[src/rtl/game_pkg.sv]
// Shared types and constants for the 2048 game controller.
package game_pkg;

  localparam int BOARD_TILE_W = 12;

  localparam logic [3:0] DIR_UP    = 4'b0001;
  localparam logic [3:0] DIR_DOWN  = 4'b0010;
  localparam logic [3:0] DIR_LEFT  = 4'b0100;
  localparam logic [3:0] DIR_RIGHT = 4'b1000;

  // Taps 16,14,13,11 expressed as bit positions 15,13,12,10
  localparam logic [15:0] LFSR_TAPS = 16'hB400;

  typedef logic [3:0][3:0][BOARD_TILE_W-1:0] board_t;

  typedef enum logic [3:0] {
    S_IDLE, S_INIT, S_WAIT, S_RUN, S_COMMIT, S_SPAWN, S_CHECK, S_WIN, S_LOSE
  } state_t;

  function automatic logic [15:0] lfsr_next(input logic [15:0] v);
    return {v[14:0], ^(v & LFSR_TAPS)};
  endfunction

endpackage

[src/rtl/tile_spawner.sv]
// Free-running LFSR plus a linear probe that places a 2 or 4 in the first empty cell.
module tile_spawner import game_pkg::*; #(
  parameter int          TILE_W    = 12,
  parameter logic [15:0] LFSR_SEED = 16'hACE1
) (
  input  logic                          clk,
  input  logic                          rst,
  input  logic                          start_spawn,
  input  logic                          abort,
  input  logic [3:0][3:0][TILE_W-1:0]   board,
  output logic                          busy,
  output logic                          done,
  output logic                          found,
  output logic [3:0]                    wr_idx,
  output logic [TILE_W-1:0]             wr_val
);

  logic [15:0] lfsr;
  logic [3:0]  idx;
  logic [3:0]  probes;
  logic        scanning;
  logic        empty;

  assign empty = (board[idx[3:2]][idx[1:0]] == '0);

  always_ff @(posedge clk or negedge rst) begin
    if (!rst) begin
      lfsr     <= LFSR_SEED;
      idx      <= '0;
      probes   <= '0;
      scanning <= 1'b0;
    end else begin
      lfsr <= lfsr_next(lfsr);
      if (abort) begin
        scanning <= 1'b0;
      end else if (start_spawn && !scanning) begin
        scanning <= 1'b1;
        idx      <= lfsr[3:0];
        probes   <= '0;
      end else if (scanning) begin
        // A full board is given up on after the 16th probe
        if (empty || probes == 4'd15) begin
          scanning <= 1'b0;
        end else begin
          idx    <= idx + 4'd1;
          probes <= probes + 4'd1;
        end
      end
    end
  end

  always_comb begin
    busy   = scanning;
    done   = scanning && !abort && (empty || probes == 4'd15);
    found  = scanning && !abort && empty;
    wr_idx = idx;
    wr_val = (lfsr[7:4] == 4'h0) ? TILE_W'(4) : TILE_W'(2);
  end

endmodule

[src/rtl/game_sequencer.sv]
// Move sequencer for the 2048 datapath: owns the board, drives game_logic, spawns tiles.
module game_sequencer import game_pkg::*; #(
  parameter int          LOGIC_CYCLES = 8,
  parameter logic [15:0] LFSR_SEED    = 16'hACE1,
  parameter int          TILE_W       = 12
) (
  input  logic                          clk,
  input  logic                          rst,
  input  logic                          start,
  input  logic [3:0]                    btn_dir,
  input  logic [3:0]                    goal_sw,
  input  logic [3:0][3:0][TILE_W-1:0]   logic_matrix_D,
  input  logic [1:0]                    logic_wl,
  output logic                          logic_enable,
  output logic [3:0]                    logic_direction,
  output logic [3:0]                    logic_goal,
  output logic [3:0][3:0][TILE_W-1:0]   board,
  output logic                          busy,
  output logic                          win,
  output logic                          lose,
  output logic [15:0]                   move_count
);

  localparam int CNT_W = $clog2(LOGIC_CYCLES + 1);

  state_t                        state, next_state;
  logic [CNT_W-1:0]              run_cnt;
  logic [3:0][3:0][TILE_W-1:0]   staging;
  logic [1:0]                    wl_q;
  logic [1:0]                    spawn_left;
  logic                          from_init;
  logic                          dir_ok;
  logic                          last_run;
  logic                          start_spawn;
  logic                          sp_busy, sp_done, sp_found;
  logic [3:0]                    sp_idx;
  logic [TILE_W-1:0]             sp_val;

  assign dir_ok   = (btn_dir == DIR_UP) || (btn_dir == DIR_DOWN) ||
                    (btn_dir == DIR_LEFT) || (btn_dir == DIR_RIGHT);
  assign last_run = (run_cnt == CNT_W'(LOGIC_CYCLES - 1));
  assign busy     = !(state inside {S_IDLE, S_WAIT, S_WIN, S_LOSE});

  tile_spawner #(.TILE_W(TILE_W), .LFSR_SEED(LFSR_SEED)) u_spawner (
    .clk         (clk),
    .rst         (rst),
    .start_spawn (start_spawn),
    .abort       (start),
    .board       (board),
    .busy        (sp_busy),
    .done        (sp_done),
    .found       (sp_found),
    .wr_idx      (sp_idx),
    .wr_val      (sp_val)
  );

  always_ff @(posedge clk or negedge rst) begin
    if (!rst) state <= S_IDLE;
    else      state <= next_state;
  end

  // start overrides everything, including an enable pulse in flight
  always_comb begin
    next_state   = state;
    logic_enable = 1'b0;
    start_spawn  = 1'b0;
    if (start) begin
      next_state = S_INIT;
    end else begin
      case (state)
        S_INIT:   next_state = S_SPAWN;
        S_WAIT:   if (dir_ok) next_state = S_RUN;
        S_RUN: begin
          logic_enable = 1'b1;
          if (last_run) next_state = S_COMMIT;
        end
        S_COMMIT: next_state = (staging != board) ? S_SPAWN : S_CHECK;
        S_SPAWN: begin
          start_spawn = !sp_busy;
          if (sp_done && spawn_left == 2'd1)
            next_state = from_init ? S_WAIT : S_CHECK;
        end
        S_CHECK: begin
          if (wl_q[1])      next_state = S_WIN;
          else if (wl_q[0]) next_state = S_LOSE;
          else              next_state = S_WAIT;
        end
        default:  next_state = state;
      endcase
    end
  end

  always_ff @(posedge clk or negedge rst) begin
    if (!rst) begin
      board           <= '0;
      move_count      <= '0;
      win             <= 1'b0;
      lose            <= 1'b0;
      logic_goal      <= '0;
      logic_direction <= '0;
      run_cnt         <= '0;
      staging         <= '0;
      wl_q            <= '0;
      spawn_left      <= '0;
      from_init       <= 1'b0;
    end else if (!start) begin
      case (state)
        S_INIT: begin
          board      <= '0;
          move_count <= '0;
          win        <= 1'b0;
          lose       <= 1'b0;
          logic_goal <= goal_sw;
          spawn_left <= 2'd2;
          from_init  <= 1'b1;
        end
        S_WAIT: begin
          if (dir_ok) begin
            logic_direction <= btn_dir;
            run_cnt         <= '0;
          end
        end
        S_RUN: begin
          run_cnt <= run_cnt + CNT_W'(1);
          if (last_run) begin
            staging <= logic_matrix_D;
            wl_q    <= logic_wl;
          end
        end
        S_COMMIT: begin
          if (staging != board) begin
            board      <= staging;
            if (move_count != 16'hFFFF) move_count <= move_count + 16'd1;
            spawn_left <= 2'd1;
            from_init  <= 1'b0;
          end
        end
        S_SPAWN: begin
          if (sp_done) begin
            if (sp_found) board[sp_idx[3:2]][sp_idx[1:0]] <= sp_val;
            spawn_left <= spawn_left - 2'd1;
          end
        end
        S_CHECK: begin
          if (wl_q[1])      win  <= 1'b1;
          else if (wl_q[0]) lose <= 1'b1;
        end
        default: ;
      endcase
    end
  end

endmodule
[config.mk]
export PLATFORM = sky130hd
export DESIGN_NAME = game_sequencer
export DESIGN_NICKNAME = d
export VERILOG_FILES = /design/src/rtl/game_pkg.sv /design/src/rtl/tile_spawner.sv /design/src/rtl/game_sequencer.sv
export SDC_FILE = /design/constraint.sdc
export NUM_CORES = 1
export LEC_CHECK = 0
export ABC_AREA = 1
export CAP_MARGIN = 20
export CELL_PAD_IN_SITES_DETAIL_PLACEMENT = 0
export CELL_PAD_IN_SITES_GLOBAL_PLACEMENT = 1
export CORE_AREA = 2 2 310 235
export CTS_CLUSTER_DIAMETER = 120
export DETAILED_ROUTE_END_ITERATION = 8
export DIE_AREA = 0 0 312 237
export MAX_ROUTING_LAYER = met4
export PLACE_DENSITY = 0.88
export SETUP_SLACK_MARGIN = 0.15
export SLEW_MARGIN = 10
export SYNTH_ARGS = -nofsm -noshare
export SYNTH_HDL_FRONTEND = slang
export SYNTH_SLANG_ARGS = --single-unit
[constraint.sdc]
create_clock -name clk -period 2.15 [get_ports clk]
set_input_delay 0.215 -clock clk [delete_from_list [all_inputs] [get_ports clk]]
set_output_delay 0.215 -clock clk [all_outputs]
set_load 0.01 [all_outputs]
After elaboration in Yosys (flattened, before gate mapping)

Index checks and enable logic that the tools add are counted.

Add/sub/neg operators: 5
Multipliers: 0
Div/mod/pow operators: 0
Order comparisons: 4
Equality and inequality tests: 29
Shifts and indexed selects: 0
Multiplexer cells: 52
Bitwise operators: 1
Reduce and logical (&&, ||, !) cells: 37

Operator list:

| cell                                                            | number |
|---|---|
| 192-bit 2-to-1 mux                                              | 3 |
| 192-bit one-hot mux with 3 select lines                         | 1 |
| 192-bit bitwise mux                                             | 1 |
| 192-bit != test                                                 | 1 |
| 48-bit binary-select mux with 2-bit select                      | 1 |
| 48-bit demux with 2-bit select                                  | 1 |
| 48-bit 2-to-1 mux                                               | 2 |
| 4-bit 2-to-1 mux                                                | 13 |
| 16-bit 2-to-1 mux                                               | 2 |
| 16-bit one-hot mux with 2 select lines                          | 1 |
| 12-bit binary-select mux with 2-bit select                      | 1 |
| 12-bit demux with 2-bit select                                  | 1 |
| 4-bit by 3-bit == test with 1-bit output, second input constant | 6 |
| 12-bit 2-to-1 mux                                               | 2 |
| 4-bit one-hot mux with 6 select lines                           | 1 |
| 3-bit AND reduction                                             | 6 |
| 16-bit by 1-bit adder with 16-bit output, second input constant | 1 |
| 16-bit != test, second input constant                           | 1 |
| 2-bit != test, second input constant                            | 8 |
| 4-bit AND reduction                                             | 4 |
| 16-bit parity                                                   | 1 |
| 4-bit by 1-bit adder with 4-bit output, second input constant   | 3 |
| 4-bit by 2-bit == test with 1-bit output, second input constant | 3 |
| 4-bit == test, second input constant                            | 3 |
| 25 further kinds                                                | 61 |

Register bits: 448
Bits in latches: 0
RAM bits: 0
ROM bits: 0
Input port bits: 205
Output and inout bits: 220
Logic and storage cells: 174
Memories: 0

Logic depth before layout (Yosys ltp)

Depth in word-level cells: 11
Depth in mapped cells: 19

Cells and area by module

From an unflattened synthesis, not the netlist that was laid out.

Cell total of the unflattened synthesis: 3,399
Area total of the unflattened synthesis: 25,717.2 um^2

Modules (own cells, without submodules):

| module         | instances | cells each | area an instance (um^2) |
|---|---|---|---|
| game_sequencer | 1         | 3,066      | 23,551.3 |
| tile_spawner   | 1         | 333        | 2,165.8 |

Worst setup path after synthesis

No wires, ideal clock.

Kind: reg-to-reg
From: reg state[3]
To: reg staging[10] (netlist bit)
Arrival time: 1.967 ns
Required time: 2.017 ns
Setup slack: 0.051 ns
Stages on the path, launching flop included: 11
Path buffers: 2
Period minus slack after synthesis: 2.099 ns
Cells stage by stage: dfrtp_1 -> nor2_1 -> inv_1 -> nor3_1 -> inv_1 -> nor2_1 -> nand2_1 -> clkbuf_1 -> clkbuf_1 -> nor2_1 -> a21oi_1

Cells in the longest elaborated chain, start to end: 2

RTL lines:

| what                                     | RTL line              | source |
|---|---|---|
| start, declared                          | game_sequencer.sv:26  | `state_t state, next_state;` |
| start signal, assigned                   | game_sequencer.sv:59  | `else state <= next_state;` |
| 4-bit by 2-bit == test with 1-bit output | game_sequencer.sv:107 | `case (state)` |
| 3-bit AND reduction (no line)            | n/a                   |  |
| end signal, assigned                     | game_sequencer.sv:126 | `staging <= logic_matrix_D;` |
| end, declared                            | game_sequencer.sv:28  | `logic [3:0][3:0][TILE_W-1:0] staging;` |

Every way passes these cells.
A chain may end at the register's enable or synchronous reset.

Worst setup path after layout

From: reg, netlist name board[79]
To: reg, netlist name board[95]

Cells in the longest elaborated chain, start to end: 9

RTL lines:

| what                                       | RTL line           | source |
|---|---|---|
| 48-bit binary-select mux with 2-bit select | tile_spawner.sv:24 | `assign empty = (board[idx[3:2]][idx[1:0]] == '0);` |
| 48-bit 2-to-1 mux (implied by the code)    | tile_spawner.sv:24 |  |
| 12-bit binary-select mux with 2-bit select | tile_spawner.sv:24 |  |
| 12-bit 2-to-1 mux (implied by the code)    | tile_spawner.sv:24 |  |
| 12-bit logical NOT                         | tile_spawner.sv:24 |  |
| 1-bit logical OR                           | tile_spawner.sv:54 | `done = scanning && !abort && (empty \|\| probes == 4'd15);` |
| 1-bit logical AND                          | tile_spawner.sv:54 |  |
| 2-bit != test (no line)                    | n/a                |  |
| 5-bit AND reduction (no line) (*)          | n/a                |  |

Mark *: on every way between the ends. The rest lies on a longest branch, timed or not. The select of a mux whose other input is x is not followed.

==> impl_metrics.csv <==
group,metric,value,unit
logic_synthesis,syn_avg_cell_area,7.22,um^2
timing,maxSlewHeadroom,54.4,%
logic_synthesis,synth-seq-cells,448,
timing,post-route-period-util,117,%
placed_design,port_buffers,424,
die,die-area,73900,um^2
clock_network,cts_buffers,50,
layout,drive_gt1_share,25.3,%
global_route,grt_overflow,0,
clock_network,cts_buffer_depth,3,
detailed_routing,first_iter_violations,2384,
logic_synthesis,synth_warnings,0,
timing,finalClockSkew,0.0238,ns
layout,layout.cells.most_common,"nand2_1",
logic_synthesis,synth_edf_count,0,
clock_network,clock_latency,0.61,ns
detailed_routing,num_vias,27500,
logic_synthesis,synth_top_area_cell,"dfrtp_1",
clock_network,cts-root-buf,"clkbuf_16",
worst_setup_path,cp_cell_sequence,"buf_4 > nor2_1 > nand3_2 > nand2_2 > nand2_1 > o21ai_1 > nand2_1 > nor2_1 > nand2_2 > nand2_2 > nand2_4 > nand2_8 > nand2_8 > clkbuf_16 > clkbuf_16 > nand2_1 > nand2_1",
worst_setup_path,startpoint_type,"flop",
worst_setup_path,crit_type,"flop to flop",
clock_network,clk_pin_slew_worst_paths,0.07,ns
clock_network,cts.sinks,448,
logic_synthesis,synth_cells,3409,
timing,worst_slack,-0.364,ns
worst_setup_path,crit_top_cell,"nand2_1",
logic_synthesis,syn-cell-area,24600,um^2
worst_setup_path,critical-path-top-delay-family,"simple AND/OR/NAND/NOR gates",
clock_network,cts_tree,"yes",
logic_synthesis,synthTopCellsByArea,"dfrtp_1, nand2_1, nor2_1, inv_1, nand3_1",
detailed_routing,drtPass1Iterations,6,
logic_synthesis,synth_nets,3622,
detailed_routing,postRouteAntennaNets,0,
timing,rsz0062_at_grt,"yes",
worst_setup_path,crit_fanout,7,
die,fp.dieW,312,um
detailed_routing,routed_wl,104000,um
pwr,powerDensity,1240,nW/um^2
timing,maxSlewViolCount,0,
worst_setup_path,worstPathRequired,2.64,ns
worst_setup_path,critPathArrivalTime,3.00,ns
detailed_routing,routedWlPerCell,19.1,um
timing,fmaxAchievable,398,MHz
global_route,antenna_found_initial,3,
layout,post-route-util,54.7,%
worst_setup_path,critPathSlowestCell,"dfrtp_1",
logic_synthesis,ys_types,37,
placed_design,gp_congestion,0.931,
worst_setup_path,crit_path_end_kind,"flop",
status,status,"finished with violations",
logic_synthesis,synth_top_area_share,44.7,%
logic_synthesis,ys_seq_area_share,45.6,%
worst_setup_path,path_buf_inv,3,
clock_network,cts_max_level,2,
timing,layout_min_cycle_time,2.51,ns
die,fp-row-count,85,
global_route,grt_max_degree,104,
die,ios,425,
pwr,p_leak,0.0196,uW
die,initial_core_util,34.7,%
die,core_area,71000,um^2
logic_synthesis,async_flop_share,100,%
pwr,irDropWorstVdd,0.00111,V
job,cap_violations,0,
layout,final_cell_mix,"nand2_1, buf_4, dfrtp_1",
global_route,grt_usage,27.4,%
global_route,grt_pass1_wl,153000,um
placed_design,dpl.hpwl,73100,um
detailed_routing,vias_per_cell,5.04,
timing,tightest_slew,0.683,ns
status,violations,"setup timing",
detailed_routing,drc,0,
timing,hold_viol_final,0,
die,fp.dieH,237,um
worst_hold_path,min_path_type,"primary input to flop",
worst_setup_path,r2r_setup_slack,-0.36,ns
worst_setup_path,critPathMaxStageDelay,0.41,ns
timing,setup_viol,224,
layout,area_growth,57.9,%
global_route,grt_pass1_vias,26500,
timing,setup-tns-final,-65.78,ns
layout,fin_nets,4675,
logic_synthesis,ys.flop_type,"dfrtp_1",
## metrics by stage
stage               setup WS (ns)  hold WS, ns  cells  instance area, um^2  total power, uW
global placement           -0.568        0.208   5302                35000            34800
global route               -0.442        0.159   5463                38900            51000
detailed placement         -0.622        0.212   5302                35000            35000
finish                     -0.364        0.150   5463                38900            48400
CTS                        -0.344        0.126   5412                37400            45600
floorplan                   0.153      -0.0806   3409                24700            21900
## sequential cells by signal (all words and copies together) (netlist names)
| signal | flops |
|---|---|
| u_spawner.wr_idx | 4 |
| u_spawner.probes | 4 |
| wl_q | 2 |
| state | 4 |
| from_init | 1 |
| run_cnt | 4 |
| logic_direction | 4 |
| win | 1 |
| logic_goal | 4 |
| spawn_left | 2 |
| move_count | 16 |
| board | 192 |
| staging | 192 |
| u_spawner.lfsr | 16 |
| lose | 1 |
| u_spawner.busy | 1 |
## metal layers
metal | part of all wire [%] | global-route usage, % | wire, um | vias to the layer above
met5 | 0 | - | 0 | -
li1 | - | - | - | 13100
met3 | 8.5 | 6.41 | 8860 | 179
met4 | 3.1 | 8.60 | 3280 | 0
met2 | 44 | 40.9 | 46200 | 1102
met1 | 44 | 36.7 | 45800 | 13100
## layout make-up
| cell class | count | area (um^2) |
|---|---|---|
| multi-input cells | 2364 | 12000 |
| diodes | 3 | 7.51 |
| clock inverters | 33 | 347 |
| fillers | 6577 | 32200 |
| repair buffers | 1177 | 11100 |
| well taps | 957 | 1200 |
| inverters | 421 | 1620 |
| clock buffers | 60 | 1360 |
| flip-flops and latches | 448 | 11200 |
## worst reg2reg max path, delay by kind of cell, from the launching register on
| kind | cells | cell delay [ns] |
|---|---|---|
| DFF | 1 | 0.41 |
| AOI/OAI and AO/OA | 1 | 0.12 |
| buffers and inverters | 3 | 0.56 |
| and+or+nand+nor | 13 | 1.31 |
## worst paths after layout
| check | start | endpoint | cells after the start |
|---|---|---|---|
| worst min-delay path | goal_sw[3] | logic_goal[3]$_DFFE_PN0P_ | 3 |
| worst max register to register | board[79]$_DFFE_PN0P_ | board[95]$_DFFE_PN0P_ | 17 |
| worst min register to register | u_spawner.lfsr[14]$_DFF_PN0_ | u_spawner.lfsr[15]$_DFF_PN1_ | 0 |
| worst max-delay path | board[79]$_DFFE_PN0P_ | board[95]$_DFFE_PN0P_ | 17 |
| max in group asynchronous | rst | staging[12]$_DFFE_PN0P_ | 3 |
| min in group asynchronous | rst | board[137]$_DFFE_PN0P_ | 2 |
## power breakdown
part | switching [uW] | leakage, uW | internal, uW
logic | 14600 | 0.0136 | 12500
registers | 1660 | 0.00516 | 10400
clock network | 3920 | 0.000842 | 5250
## cell families (layout without fill, tap and decap cells)
kind of cell,count (synthesis),in the layout,synth area share (%)
and+or+nand+nor,1819,1819,29.8
buffers and inverters,597,1691,9.50
AOI/OAI and AO/OA,466,466,12.0
DFF,448,448,45.6
xor gates and xnor gates,54,54,1.92
muxes,17,17,0.772
adders and majority gates,8,8,0.406
other,0,3,0
## cell usage after synthesis, types with 11 or more instances
cell and n:
a21oi_1 208, dfrtp_1 440, nand4_1 45, xor2_1 49, inv_1 411, buf_2 39, nand2_1 1040, o32ai_1 139
nor3_1 15, a32o_1 11, nand3_1 272, buf_4 11, o21ai_1 11, mux2_2 16, o22ai_1 16, o21ai_0 66
nor2_1 438, clkbuf_1 120
## repair_timing
action                     CTS  global route
resized for setup          101           262
hold buffers                 1             0
buffers inserted             9            25
gates cloned                 7            23
hold endpoints to repair    43             0
setup endpoints to repair  260           418
pin swaps                   16            35
Power figures use the tool's default switching activity.
